[config.mk]
export PLATFORM = sky130hd
export DESIGN_NAME = mtm_alu_ctl_flat
export DESIGN_NICKNAME = d
export VERILOG_FILES = /design/src/rtl/mtm_alu_pkg.sv /design/src/rtl/mtm_alu_ctl_if.sv /design/src/rtl/mtm_alu_crc.sv /design/src/rtl/mtm_alu_ctl.sv /design/src/flat_wrapper.sv
export SDC_FILE = /design/constraint.sdc
export NUM_CORES = 1
export LEC_CHECK = 0
export CELL_PAD_IN_SITES_DETAIL_PLACEMENT = 0
export CELL_PAD_IN_SITES_GLOBAL_PLACEMENT = 1
export CORE_ASPECT_RATIO = 0.6
export CORE_MARGIN = 2
export CORE_UTILIZATION = 29
export CTS_BUF_LIST = sky130_fd_sc_hd__clkbuf_4 sky130_fd_sc_hd__clkbuf_8
export DETAILED_ROUTE_END_ITERATION = 16
export PLACE_DENSITY = 0.56
export SYNTH_ARGS = -nofsm -noshare
export SYNTH_HDL_FRONTEND = slang
export SYNTH_SLANG_ARGS = --single-unit
[constraint.sdc]
create_clock -name clk -period 10.08 [get_ports clk]
set_input_delay 1.008 -clock clk [delete_from_list [all_inputs] [get_ports clk]]
set_output_delay 1.008 -clock clk [all_outputs]
set_load 0.05 [all_outputs]
[src/rtl/mtm_alu_pkg.sv]
// Shared definitions for the MTM ALU controller: op codes, flag/error bit
// positions and the controller state encoding.
package mtm_alu_pkg;

    typedef enum logic [2:0] {
        OP_AND = 3'b000,
        OP_OR  = 3'b001,
        OP_ADD = 3'b100,
        OP_SUB = 3'b101
    } op_e;

    localparam int FLAG_CARRY    = 3;
    localparam int FLAG_OVF      = 2;
    localparam int FLAG_ZERO     = 1;
    localparam int FLAG_NEGATIVE = 0;

    localparam int ERR_DATA = 2;
    localparam int ERR_CRC  = 1;
    localparam int ERR_OP   = 0;

    typedef enum logic [2:0] {
        IDLE,
        RX,
        CHECK,
        REQ,
        TX_DATA,
        TX_CTL,
        TX_ERR
    } state_e;

    function automatic logic op_is_valid(input logic [2:0] op);
        case (op)
            OP_AND, OP_OR, OP_ADD, OP_SUB: return 1'b1;
            default:                       return 1'b0;
        endcase
    endfunction

endpackage

[src/rtl/mtm_alu_ctl_if.sv]
// Byte-stream, ALU request and serializer signals of the MTM ALU controller.
// master = controller side, slave = surrounding environment.
interface mtm_alu_ctl_if;
    logic        rx_valid;
    logic        rx_cmd;
    logic [7:0]  rx_data;
    logic        alu_req;
    logic [31:0] alu_a;
    logic [31:0] alu_b;
    logic [2:0]  alu_op;
    logic        alu_ack;
    logic [31:0] alu_c;
    logic [3:0]  alu_flags;
    logic        tx_valid;
    logic        tx_cmd;
    logic [7:0]  tx_data;
    logic        tx_ready;

    modport master (
        input  rx_valid, rx_cmd, rx_data, alu_ack, alu_c, alu_flags, tx_ready,
        output alu_req, alu_a, alu_b, alu_op, tx_valid, tx_cmd, tx_data
    );

    modport slave (
        output rx_valid, rx_cmd, rx_data, alu_ack, alu_c, alu_flags, tx_ready,
        input  alu_req, alu_a, alu_b, alu_op, tx_valid, tx_cmd, tx_data
    );
endinterface

[src/rtl/mtm_alu_crc.sv]
// Combinational CRC4 (x^4+x+1) over the request packet and CRC3 (x^3+x+1)
// over the response; both MSB first with zero initial value.
module mtm_alu_crc
    import mtm_alu_pkg::*;
(
    input  logic [63:0] ba,
    input  logic [2:0]  op,
    input  logic [31:0] c,
    input  logic [3:0]  flags,
    output logic [3:0]  crc4,
    output logic [2:0]  crc3
);
    logic [67:0] msg4;
    logic [36:0] msg3;
    logic [3:0]  r4;
    logic [2:0]  r3;

    always_comb begin
        msg4 = {ba, 1'b0, op};
        msg3 = {c, 1'b0, flags};
        r4   = '0;
        r3   = '0;
        for (int i = 67; i >= 0; i--) begin
            r4 = {r4[2:0], 1'b0} ^ ({4{r4[3] ^ msg4[i]}} & 4'b0011);
        end
        for (int i = 36; i >= 0; i--) begin
            r3 = {r3[1:0], 1'b0} ^ ({3{r3[2] ^ msg3[i]}} & 3'b011);
        end
        crc4 = r4;
        crc3 = r3;
    end
endmodule

[src/rtl/mtm_alu_ctl.sv]
// MTM ALU controller: collects B/A bytes and a command byte, validates them,
// runs one ALU operation and streams the result (or an error byte) back out.
module mtm_alu_ctl
    import mtm_alu_pkg::*;
#(
    parameter int ACK_TIMEOUT = 1023
) (
    input  logic          clk,
    input  logic          rst_n,
    mtm_alu_ctl_if.master bus
);
    localparam int TW = $clog2(ACK_TIMEOUT + 1);

    state_e      state_q, state_d;
    logic [3:0]  cnt_q, cnt_d;
    logic [63:0] data_q, data_d;
    logic [2:0]  op_rx_q, op_rx_d;
    logic [3:0]  crc_rx_q, crc_rx_d;
    logic [2:0]  err_q, err_d;
    logic [TW-1:0] timer_q, timer_d;
    logic [31:0] res_c_q, res_c_d;
    logic [3:0]  res_flags_q, res_flags_d;
    logic [1:0]  idx_q, idx_d;
    logic        alu_req_q, alu_req_d;
    logic [31:0] alu_a_q, alu_a_d;
    logic [31:0] alu_b_q, alu_b_d;
    logic [2:0]  alu_op_q, alu_op_d;
    logic        tx_valid_q, tx_valid_d;
    logic        tx_cmd_q, tx_cmd_d;
    logic [7:0]  tx_data_q, tx_data_d;

    logic [3:0]  crc4;
    logic [2:0]  crc3;
    logic [2:0]  err_check;
    logic        ack_timeout;
    logic        tx_done;

    mtm_alu_crc u_crc (
        .ba    (data_q),
        .op    (op_rx_q),
        .c     (res_c_q),
        .flags (res_flags_q),
        .crc4  (crc4),
        .crc3  (crc3)
    );

    // A wrong byte count makes CRC and OP meaningless, so they are skipped.
    always_comb begin
        err_check = '0;
        if (cnt_q != 4'd8) begin
            err_check[ERR_DATA] = 1'b1;
        end else begin
            err_check[ERR_CRC] = (crc4 != crc_rx_q);
            err_check[ERR_OP]  = !op_is_valid(op_rx_q);
        end
    end

    assign ack_timeout = (timer_q == TW'(ACK_TIMEOUT - 1));
    assign tx_done     = tx_valid_q && bus.tx_ready;

    always_ff @(posedge clk or negedge rst_n) begin
        if (!rst_n) begin
            state_q     <= IDLE;
            cnt_q       <= '0;
            data_q      <= '0;
            op_rx_q     <= '0;
            crc_rx_q    <= '0;
            err_q       <= '0;
            timer_q     <= '0;
            res_c_q     <= '0;
            res_flags_q <= '0;
            idx_q       <= '0;
            alu_req_q   <= 1'b0;
            alu_a_q     <= '0;
            alu_b_q     <= '0;
            alu_op_q    <= '0;
            tx_valid_q  <= 1'b0;
            tx_cmd_q    <= 1'b0;
            tx_data_q   <= '0;
        end else begin
            state_q     <= state_d;
            cnt_q       <= cnt_d;
            data_q      <= data_d;
            op_rx_q     <= op_rx_d;
            crc_rx_q    <= crc_rx_d;
            err_q       <= err_d;
            timer_q     <= timer_d;
            res_c_q     <= res_c_d;
            res_flags_q <= res_flags_d;
            idx_q       <= idx_d;
            alu_req_q   <= alu_req_d;
            alu_a_q     <= alu_a_d;
            alu_b_q     <= alu_b_d;
            alu_op_q    <= alu_op_d;
            tx_valid_q  <= tx_valid_d;
            tx_cmd_q    <= tx_cmd_d;
            tx_data_q   <= tx_data_d;
        end
    end

    always_comb begin
        state_d = state_q;
        case (state_q)
            IDLE:    if (bus.rx_valid) state_d = bus.rx_cmd ? CHECK : RX;
            RX:      if (bus.rx_valid && bus.rx_cmd) state_d = CHECK;
            CHECK:   state_d = (err_check != 3'b000) ? TX_ERR : REQ;
            REQ: begin
                if (bus.alu_ack)  state_d = TX_DATA;
                else if (ack_timeout) state_d = IDLE;
            end
            TX_DATA: if (tx_done && idx_q == 2'd3) state_d = TX_CTL;
            TX_CTL, TX_ERR: if (tx_done) state_d = IDLE;
            default: state_d = IDLE;
        endcase
    end

    always_comb begin
        cnt_d       = cnt_q;
        data_d      = data_q;
        op_rx_d     = op_rx_q;
        crc_rx_d    = crc_rx_q;
        err_d       = err_q;
        timer_d     = timer_q;
        res_c_d     = res_c_q;
        res_flags_d = res_flags_q;
        idx_d       = idx_q;
        alu_req_d   = alu_req_q;
        alu_a_d     = alu_a_q;
        alu_b_d     = alu_b_q;
        alu_op_d    = alu_op_q;
        tx_valid_d  = tx_valid_q;
        tx_cmd_d    = tx_cmd_q;
        tx_data_d   = tx_data_q;
        case (state_q)
            IDLE, RX: begin
                if (bus.rx_valid && !bus.rx_cmd) begin
                    data_d = {data_q[55:0], bus.rx_data};
                    if (cnt_q != 4'd9) cnt_d = cnt_q + 4'd1;
                end else if (bus.rx_valid) begin
                    op_rx_d  = bus.rx_data[6:4];
                    crc_rx_d = bus.rx_data[3:0];
                end
            end
            CHECK: begin
                err_d = err_check;
                if (err_check != 3'b000) begin
                    tx_valid_d = 1'b1;
                    tx_cmd_d   = 1'b1;
                    tx_data_d  = {1'b1, err_check, err_check, ~^{1'b1, err_check, err_check}};
                end else begin
                    alu_req_d = 1'b1;
                    alu_b_d   = data_q[63:32];
                    alu_a_d   = data_q[31:0];
                    alu_op_d  = op_rx_q;
                    timer_d   = '0;
                end
            end
            REQ: begin
                if (bus.alu_ack) begin
                    alu_req_d   = 1'b0;
                    res_c_d     = bus.alu_c;
                    res_flags_d = bus.alu_flags;
                    tx_valid_d  = 1'b1;
                    tx_cmd_d    = 1'b0;
                    tx_data_d   = bus.alu_c[31:24];
                    idx_d       = 2'd0;
                    timer_d     = '0;
                end else if (ack_timeout) begin
                    alu_req_d = 1'b0;
                    timer_d   = '0;
                    cnt_d     = '0;
                    err_d     = '0;
                end else begin
                    timer_d = timer_q + TW'(1);
                end
            end
            TX_DATA: begin
                if (tx_done) begin
                    idx_d = idx_q + 2'd1;
                    case (idx_q)
                        2'd0:    tx_data_d = res_c_q[23:16];
                        2'd1:    tx_data_d = res_c_q[15:8];
                        2'd2:    tx_data_d = res_c_q[7:0];
                        default: begin
                            tx_cmd_d  = 1'b1;
                            tx_data_d = {1'b0, res_flags_q, crc3};
                        end
                    endcase
                end
            end
            TX_CTL, TX_ERR: begin
                if (tx_done) begin
                    tx_valid_d = 1'b0;
                    tx_cmd_d   = 1'b0;
                    tx_data_d  = '0;
                    cnt_d      = '0;
                    err_d      = '0;
                end
            end
            default: ;
        endcase
    end

    assign bus.alu_req  = alu_req_q;
    assign bus.alu_a    = alu_a_q;
    assign bus.alu_b    = alu_b_q;
    assign bus.alu_op   = alu_op_q;
    assign bus.tx_valid = tx_valid_q;
    assign bus.tx_cmd   = tx_cmd_q;
    assign bus.tx_data  = tx_data_q;
endmodule
[src/flat_wrapper.sv]
// flat-port wrapper written by rule: the top's interface ports become plain ports
module mtm_alu_ctl_flat import mtm_alu_pkg::*;
#(
    parameter int ACK_TIMEOUT = 1023
)
  (clk, rst_n, bus_rx_valid, bus_rx_cmd, bus_rx_data, bus_alu_ack, bus_alu_c, bus_alu_flags, bus_tx_ready, bus_alu_req, bus_alu_a, bus_alu_b, bus_alu_op, bus_tx_valid, bus_tx_cmd, bus_tx_data);
  mtm_alu_ctl_if bus_i ();
  input  logic clk;
  input  logic rst_n;
  input wire logic [$bits(bus_i.rx_valid)-1:0] bus_rx_valid;
  input wire logic [$bits(bus_i.rx_cmd)-1:0] bus_rx_cmd;
  input wire logic [$bits(bus_i.rx_data)-1:0] bus_rx_data;
  input wire logic [$bits(bus_i.alu_ack)-1:0] bus_alu_ack;
  input wire logic [$bits(bus_i.alu_c)-1:0] bus_alu_c;
  input wire logic [$bits(bus_i.alu_flags)-1:0] bus_alu_flags;
  input wire logic [$bits(bus_i.tx_ready)-1:0] bus_tx_ready;
  output wire logic [$bits(bus_i.alu_req)-1:0] bus_alu_req;
  output wire logic [$bits(bus_i.alu_a)-1:0] bus_alu_a;
  output wire logic [$bits(bus_i.alu_b)-1:0] bus_alu_b;
  output wire logic [$bits(bus_i.alu_op)-1:0] bus_alu_op;
  output wire logic [$bits(bus_i.tx_valid)-1:0] bus_tx_valid;
  output wire logic [$bits(bus_i.tx_cmd)-1:0] bus_tx_cmd;
  output wire logic [$bits(bus_i.tx_data)-1:0] bus_tx_data;
  assign bus_i.rx_valid = bus_rx_valid;
  assign bus_i.rx_cmd = bus_rx_cmd;
  assign bus_i.rx_data = bus_rx_data;
  assign bus_i.alu_ack = bus_alu_ack;
  assign bus_i.alu_c = bus_alu_c;
  assign bus_i.alu_flags = bus_alu_flags;
  assign bus_i.tx_ready = bus_tx_ready;
  assign bus_alu_req = bus_i.alu_req;
  assign bus_alu_a = bus_i.alu_a;
  assign bus_alu_b = bus_i.alu_b;
  assign bus_alu_op = bus_i.alu_op;
  assign bus_tx_valid = bus_i.tx_valid;
  assign bus_tx_cmd = bus_i.tx_cmd;
  assign bus_tx_data = bus_i.tx_data;
  mtm_alu_ctl #(.ACK_TIMEOUT(ACK_TIMEOUT)) u_core (.clk(clk), .rst_n(rst_n), .bus(bus_i));
endmodule
=== Word-level counts from Yosys, hierarchy flattened ===
Cells that the tools add are included.

* Bits in registers: 204
* Bits of input ports: 50
* Output and inout port bits: 78
* Word-level logic and storage cells: 329

* Add/sub/neg operators: 3
* Equal/unequal tests: 30
* Multiplexer cells: 44
* Bitwise logic cells: 204
* Reductions and logical operators: 32

{| class="wikitable"
|+ Operator list
! cell !! number
|-
| $xor A4 B2 Y4 || 66
|-
| $xor A3 B2 Y3 || 37
|-
| $xor A1 B1 Y1 || 98
|-
| $mux W8 || 4
|-
| $pmux W8 S4 || 1
|-
| $mux W10 || 3
|-
| $pmux W8 S3 || 1
|-
| $mux W3 || 7
|-
| $mux W4 || 5
|-
| $pmux W10 S2 || 1
|-
| $pmux W3 S6 || 1
|-
| $ne A2 B1 Y1 const B || 8
|-
| $eq A3 B3 Y1 const B || 5
|-
| $mux W1 || 12
|-
| $pmux W4 S3 || 1
|-
| $reduce_and A6 Y1 || 2
|-
| $add A10 B1 Y10 const B || 1
|-
| $eq A10 B10 Y1 const B || 1
|-
| $ne A2 B2 Y1 const B || 5
|-
| $reduce_and A5 Y1 || 2
|-
| $reduce_and A3 Y1 || 3
|-
| $reduce_bool A3 Y1 || 3
|-
| $mux W2 || 4
|-
| $ne A4 B4 Y1 const B || 2
|-
| other kinds (26) || 40
|}

=== Depth between registers and ports, before layout ===
* Depth in word-level cells: 136
* Depth in mapped cells: 20
* Gate-level depth less buffers: 20

=== By module ===
Synthesis repeated with hierarchy kept, for this count alone.

* Cells, all modules: 894
* Area, all modules: 10,201.0 sq um

{| class="wikitable"
|+ Modules (own cells, without submodules)
! module !! times used !! cells an instance !! area an instance (sq um) !! seq. area each (sq um)
|-
| mtm_alu_ctl || 1 || 755 || 8,617.0 || 5,104.9
|-
| mtm_alu_crc || 1 || 139 || 1,584.0 || 0.0
|}

=== Worst setup path after synthesis ===
Ideal clock, no wire load.

* Path type: reg-to-reg
* Start: register u_core.data_q[63]
* End: register u_core.alu_a_q[10], in the netlist u_core.bus.alu_a[10]
* Library setup time: 0.125 ns
* Data arrival time: 4.426 ns
* Data required time: 9.955 ns
* Slack: 5.529 ns
* Cell stages (with the launch flop): 17
* Path buffers: 2
* Period minus slack after synthesis: 4.551 ns
* Path through: dfrtp_1 xor2_2 xnor3_2 xnor2_2 xnor3_2 xnor2_4 xor2_1 mux2i_1 o221ai_1 and4_1 nor2_1 nand2_1 ha_1 nand3_1 buf_1 clkbuf_1 mux2_2

* Longest elaborated chain between the ends: 94
* Elaborated cells between the ends (all ways): 135
* Those cells by class: 1 x eq/ne; 1 x mux; 131 x bitwise; 2 x reduce/logical

{| class="wikitable"
|+ Ends and longest elaborated chain
! element !! RTL line !! text
|-
| start: declaration || mtm_alu_ctl.sv:16 || <nowiki>logic [63:0] data_q, data_d;</nowiki>
|-
| start signal: assignment || mtm_alu_ctl.sv:83 || <nowiki>data_q <= data_d;</nowiki>
|-
| $xor A3 B2 Y3 (*) || mtm_alu_crc.sv:24 || <nowiki>r4 = {r4[2:0], 1'b0} ^ ({4{r4[3] ^ msg4[i]}} & 4'b0011);</nowiki>
|-
| $xor A4 B2 Y4 (*) || mtm_alu_crc.sv:24 ||
|-
| $xor A1 B1 Y1 || mtm_alu_crc.sv:24 ||
|-
| $xor A4 B2 Y4 (*) (3 in a row) || mtm_alu_crc.sv:24 ||
|-
| $xor A1 B1 Y1 || mtm_alu_crc.sv:24 ||
|-
| $xor A4 B2 Y4 (*) (3 in a row) || mtm_alu_crc.sv:24 ||
|-
| $xor A1 B1 Y1 || mtm_alu_crc.sv:24 ||
|-
| $xor A4 B2 Y4 (*) (3 in a row) || mtm_alu_crc.sv:24 ||
|-
| [69 not listed] || - ||
|-
| $xor A4 B2 Y4 (*) (4 in a row) || mtm_alu_crc.sv:24 ||
|-
| $xor A1 B1 Y1 or $xor A4 B2 Y4 (tied branches) || mtm_alu_crc.sv:24 ||
|-
| $xor A4 B2 Y4 (*) || mtm_alu_crc.sv:24 ||
|-
| $ne A4 B4 Y1 (*) || mtm_alu_ctl.sv:53 || <nowiki>err_check[ERR_CRC] = (crc4 != crc_rx_q);</nowiki>
|-
| $mux W2 (*) || mtm_alu_ctl.sv:50 || <nowiki>if (cnt_q != 4'd8) begin</nowiki>
|-
| $reduce_bool A3 Y1 (*) || mtm_alu_ctl.sv:146 || <nowiki>if (err_check != 3'b000) begin</nowiki>
|-
| $not A1 Y1 (no source line) (*) || - ||
|-
| $reduce_and A2 Y1 (no source line) (*) || - ||
|-
| end signal: assignment || mtm_alu_ctl.sv:92 || <nowiki>alu_a_q <= alu_a_d;</nowiki>
|-
| end: declaration || mtm_alu_ctl.sv:25 || <nowiki>logic [31:0] alu_a_q, alu_a_d;</nowiki>
|}

Every way passes the cells marked *; elsewhere a longest branch is shown, timed or not.
A chain may end at the register's enable or synchronous reset.

=== Worst setup path after layout ===
* Start: register u_core.data_q[63]
* End: register u_core.tx_data_q[0], in the netlist u_core.bus.tx_data[0]

* Longest elaborated chain between the ends: 94
* Elaborated cells between the ends (all ways): 138
* Those cells by class: 2 x eq/ne; 3 x mux; 130 x bitwise; 3 x reduce/logical

{| class="wikitable"
|+ Ends and longest elaborated chain
! element !! RTL line !! text
|-
| $xor A3 B2 Y3 (*) || mtm_alu_crc.sv:24 ||
|-
| $xor A4 B2 Y4 (*) || mtm_alu_crc.sv:24 ||
|-
| $xor A1 B1 Y1 || mtm_alu_crc.sv:24 ||
|-
| $xor A4 B2 Y4 (*) (3 in a row) || mtm_alu_crc.sv:24 ||
|-
| $xor A1 B1 Y1 || mtm_alu_crc.sv:24 ||
|-
| $xor A4 B2 Y4 (*) (3 in a row) || mtm_alu_crc.sv:24 ||
|-
| $xor A1 B1 Y1 || mtm_alu_crc.sv:24 ||
|-
| $xor A4 B2 Y4 (*) (3 in a row) || mtm_alu_crc.sv:24 ||
|-
| [69 not listed] || - ||
|-
| $xor A4 B2 Y4 (*) (4 in a row) || mtm_alu_crc.sv:24 ||
|-
| $xor A1 B1 Y1 or $xor A4 B2 Y4 (tied branches) || mtm_alu_crc.sv:24 ||
|-
| $xor A4 B2 Y4 (*) || mtm_alu_crc.sv:24 ||
|-
| $ne A4 B4 Y1 (*) || mtm_alu_ctl.sv:53 ||
|-
| $mux W2 (*) || mtm_alu_ctl.sv:50 ||
|-
| $reduce_xnor A7 Y1 or $reduce_bool A3 Y1 (tied branches) || mtm_alu_ctl.sv:149, mtm_alu_ctl.sv:146 ||
|-
| $mux W8 or $ne A2 B1 Y1 (tied branches) || - ||
|-
| $pmux W8 S4 or $reduce_and A5 Y1 (tied branches) || - ||
|-
| end signal: assignment || mtm_alu_ctl.sv:97 || <nowiki>tx_data_q <= tx_data_d;</nowiki>
|-
| end: declaration || mtm_alu_ctl.sv:30 || <nowiki>logic [7:0] tx_data_q, tx_data_d;</nowiki>
|}

Every way passes the cells marked *; elsewhere a longest branch is shown, timed or not. The select of a mux whose other input is x is not followed.

==> metrics.cfg <==
[finish]
num-nets-final = 1020
fill_cell_instance_count_of_the_final_layout = 3448
layout.area.seq_um2 = 5100
antenna_cells = 0
synthToLayoutAreaGrowth_pct = 24.9
instances_no_fill = 1451
design_area_um2 = 12900
multi_input_area_um2 = 5080
post_route_cells_drive_above_1_share_pct = 26.7

[logic_synthesis]
synth_cell_types = 52
syn_nets = 885
synthesis.instances = 824
synth_area_um2 = 10300
post_synth.cell_area_avg_um2 = 12.5
synth.ff_latch_count = 204
synth-seq-area-share_pct = 49.4
ys.flop_type = dfrtp_1
ys_warn_count = 0
synthArstFlopShare_pct = 100
synth_edf_count = 0

[floorplanning]
fp.dieH_um = 150
core_region_area_um2 = 35100
row_count = 53
floorplan.io_pins = 128
die_width_um = 248
initial_core_util_pct = 29.5
floorplan.die_area_um2 = 37200

[clocking]
cts.htree.levels = 2
cts_resized = 0
numClockSinks = 204
post_cts_buffers = 0
cts_max_path_buffers = 3
cts_made_buffers = 36
clk_transition_reported_paths_ps = 60
skew_pair_late_insertion_delay_ps = 550
post_cts_hold_fix_bufs = 0
cts_tree = yes
root_buffer = clkbuf_8

[route]
antenna_left = 0
drc = 0
detailedRoute.firstIterationViolations = 368
dr_total_vias = 6737
wl_per_cell_um = 19.6
detail_route.first_pass.iterations = 5
detail_route.wirelength_um = 28400
vias_per_cell = 4.64

[worst_setup_path]
worst-setup-path-type = flop to flop
crit_slowest_cell = a311o_2
worst_path_dominant_cell_family = XOR/XNOR gates
setup.worst_path.end_class = flop
chain_of_cells_forming_the_critical_path = xor2_2 > xnor3_2 > xnor2_2 > xnor3_2 > xnor2_4 > xnor2_1 > mux2i_1 > o221ai_1 > and4_1 > nor2_1 > nand2_1 > ha_1 > nand2_1 > o21ai_0 > nand2_1 > o21ai_0 > a311o_2 > a211oi_1 > o2bb2ai_1 > a31oi_1
crit_buf_inv = 0
critPathRequiredTime_ps = 10480
crit_arrival_ps = 5550
cpPeakStageDelay_ps = 520
crit_path_max_fanout = 16
path_common_cell = nand2_1
crit_path_start_kind = flop

[sta]
finalClockSkew_ps = 33.8
hold_viol = 0
timing_max_transition_violations_final = 0
setup_total_negative_slack_ps = 0
setup_slack_ps = 4930
timing.final.crit_share_pct = 51.1
slew_headroom_pct = 36.2
tightestPinTransition_ps = 957
setup_viol_count_final = 0
layout_min_cycle_time_ps = 5150
fmaxAchievable_ghz = 0.194
grt_setup_unrepaired = false

[place]
numPortBuffers = 127
gp_congestion = 0.788
detailedPlace.worstSlack_ps = 4920
placedInstanceArea_um2 = 12100
half_perimeter_wire_length_after_placement_um = 20300
placed_cells = 1388

[global_routing]
first_global_vias = 6771
grt-ovfl-total = 0
grt_pass1_wl_um = 43400
globalRouteTotalUtil_pct = 15.6
grt_start_max_net_pins = 85
grt_antenna_before_repair = 1

[run]
timing.max_cap.violations = 0

[hold_path]
hold_path.class = flop to flop

[run_status]
outcome = finished, final reports clean

sequential cells by signal, summed over array words and instances (netlist names):
signal and cells:
u_core.res_c_q 32, u_core.cnt_q 4, u_core.idx_q 2, u_core.bus.tx_valid 1, u_core.timer_q 10, u_core.bus.alu_op 3
u_core.res_flags_q 4, u_core.bus.alu_req 1, u_core.state_q 3, u_core.op_rx_q 3, u_core.bus.tx_data 8, u_core.bus.alu_a 32
u_core.crc_rx_q 4, u_core.bus.alu_b 32, u_core.bus.tx_cmd 1, u_core.data_q 64
synthesized netlist by cell type, drive strengths merged (5+ instances only):
| master | count | area share (%) |
|---|---|---|
| a21oi | 16 | 0.77 |
| a222oi | 8 | 0.77 |
| a31oi | 5 | 0.30 |
| buf | 11 | 0.44 |
| clkbuf | 27 | 0.98 |
| dfrtp | 204 | 49 |
| ha | 11 | 1.3 |
| inv | 8 | 0.29 |
| mux2 | 175 | 19 |
| mux2i | 7 | 0.68 |
| nand2 | 52 | 1.9 |
| nand3 | 13 | 0.63 |
| nor2 | 27 | 0.98 |
| nor2b | 5 | 0.30 |
| o21ai | 45 | 2.2 |
| o221ai | 5 | 0.42 |
| xnor2 | 110 | 9.8 |
| xnor3 | 15 | 3.3 |
| xor2 | 32 | 2.8 |
metrics by stage:
| stage | hold WS [ps] | utilization [%] |
|---|---|---|
| 3_3_place_gp | 468 | 34.6 |
| 2_1_floorplan | 453 | - |
| 3_5_place_dp | 478 | 34.6 |
| 5_1_grt | 526 | 36.8 |
| 4_1_cts | 489 | 36.8 |
| 6_report | 483 | 36.8 |
kinds of logic after synthesis:
group / share of synthesized area [%]
AO/OA/AOI/OAI: 6.35
XOR/XNOR: 16.3
adder cells (fa/ha/maj): 1.33
buffers and inverters: 1.71
flip-flops: 49.4
multiplexers: 19.7
AND/OR/NAND/NOR: 5.16
per-layer routing:
metal	track usage [%]	routed length, um	up-vias
met5	0	0	-
met3	3.69	1500	31
met2	19.4	10800	151
met4	3.44	367	0
li1	-	-	3169
met1	26.0	15800	3386
final cells by class:
class                      instances  share of cell area, %
clock buffer                      56                   5.53
clock inverter                     7                  0.514
inverter                           8                  0.233
multi-input combinational        574                   39.3
sequential                       204                   39.5
tap                              467                   4.53
timing repair buffer             135                   10.3
layout by cell type, fill, tap and decap left out, types with 2 or more instances in the layout:
cell	synthesis	routed
xnor3_2	2	2
clkdlybuf4s50_1	0	126
o221ai_1	5	5
nor2b_1	5	5
buf_4	1	8
inv_1	8	8
and3_1	2	2
nor2_1	27	26
clkinv_2	0	4
a21oi_1	16	16
nor3_1	4	4
xor2_1	31	31
nand2_1	52	52
a21o_1	3	3
o22ai_1	4	4
nand2b_1	3	3
mux2_2	175	175
o31ai_1	4	4
xnor3_1	13	13
a222oi_1	8	8
nand3_1	13	12
o211ai_1	2	2
o21ai_0	45	45
nand4_1	4	4
mux2i_1	7	7
and2_1	2	2
dfrtp_1	204	204
a22oi_1	2	2
xnor2_1	105	105
a31oi_1	5	5
clkbuf_4	0	9
clkbuf_8	0	48
ha_1	11	11
xnor2_2	4	4
tightest hold or removal path: cells and delay by family (launching register included):
kind | cells | cell delay (ps)
flops | 1 | 340
simple gates | 1 | 40
compound gates | 1 | 60
path summary, 6_finish.rpt:
check | start | end | slack (ps) | depth (start not counted)
setup / recovery | u_core.data_q[63] | u_core.bus.tx_data[0] | 4930 | 20
hold / removal | u_core.bus.tx_data[6] | u_core.bus.tx_data[6] | 480 | 2
setup reg to reg | u_core.data_q[63] | u_core.bus.tx_data[0] | 4930 | 20
hold reg to reg | u_core.bus.tx_data[6] | u_core.bus.tx_data[6] | 480 | 2
max in group asynchronous | rst_n | u_core.bus.alu_b[23] | 8140 | 2
min in group asynchronous | rst_n | u_core.res_c_q[10] | 510 | 1
Power is left out: the tool's default activity adds up to more than one toggle a clock period on the data nets, which glitch-free logic cannot reach.
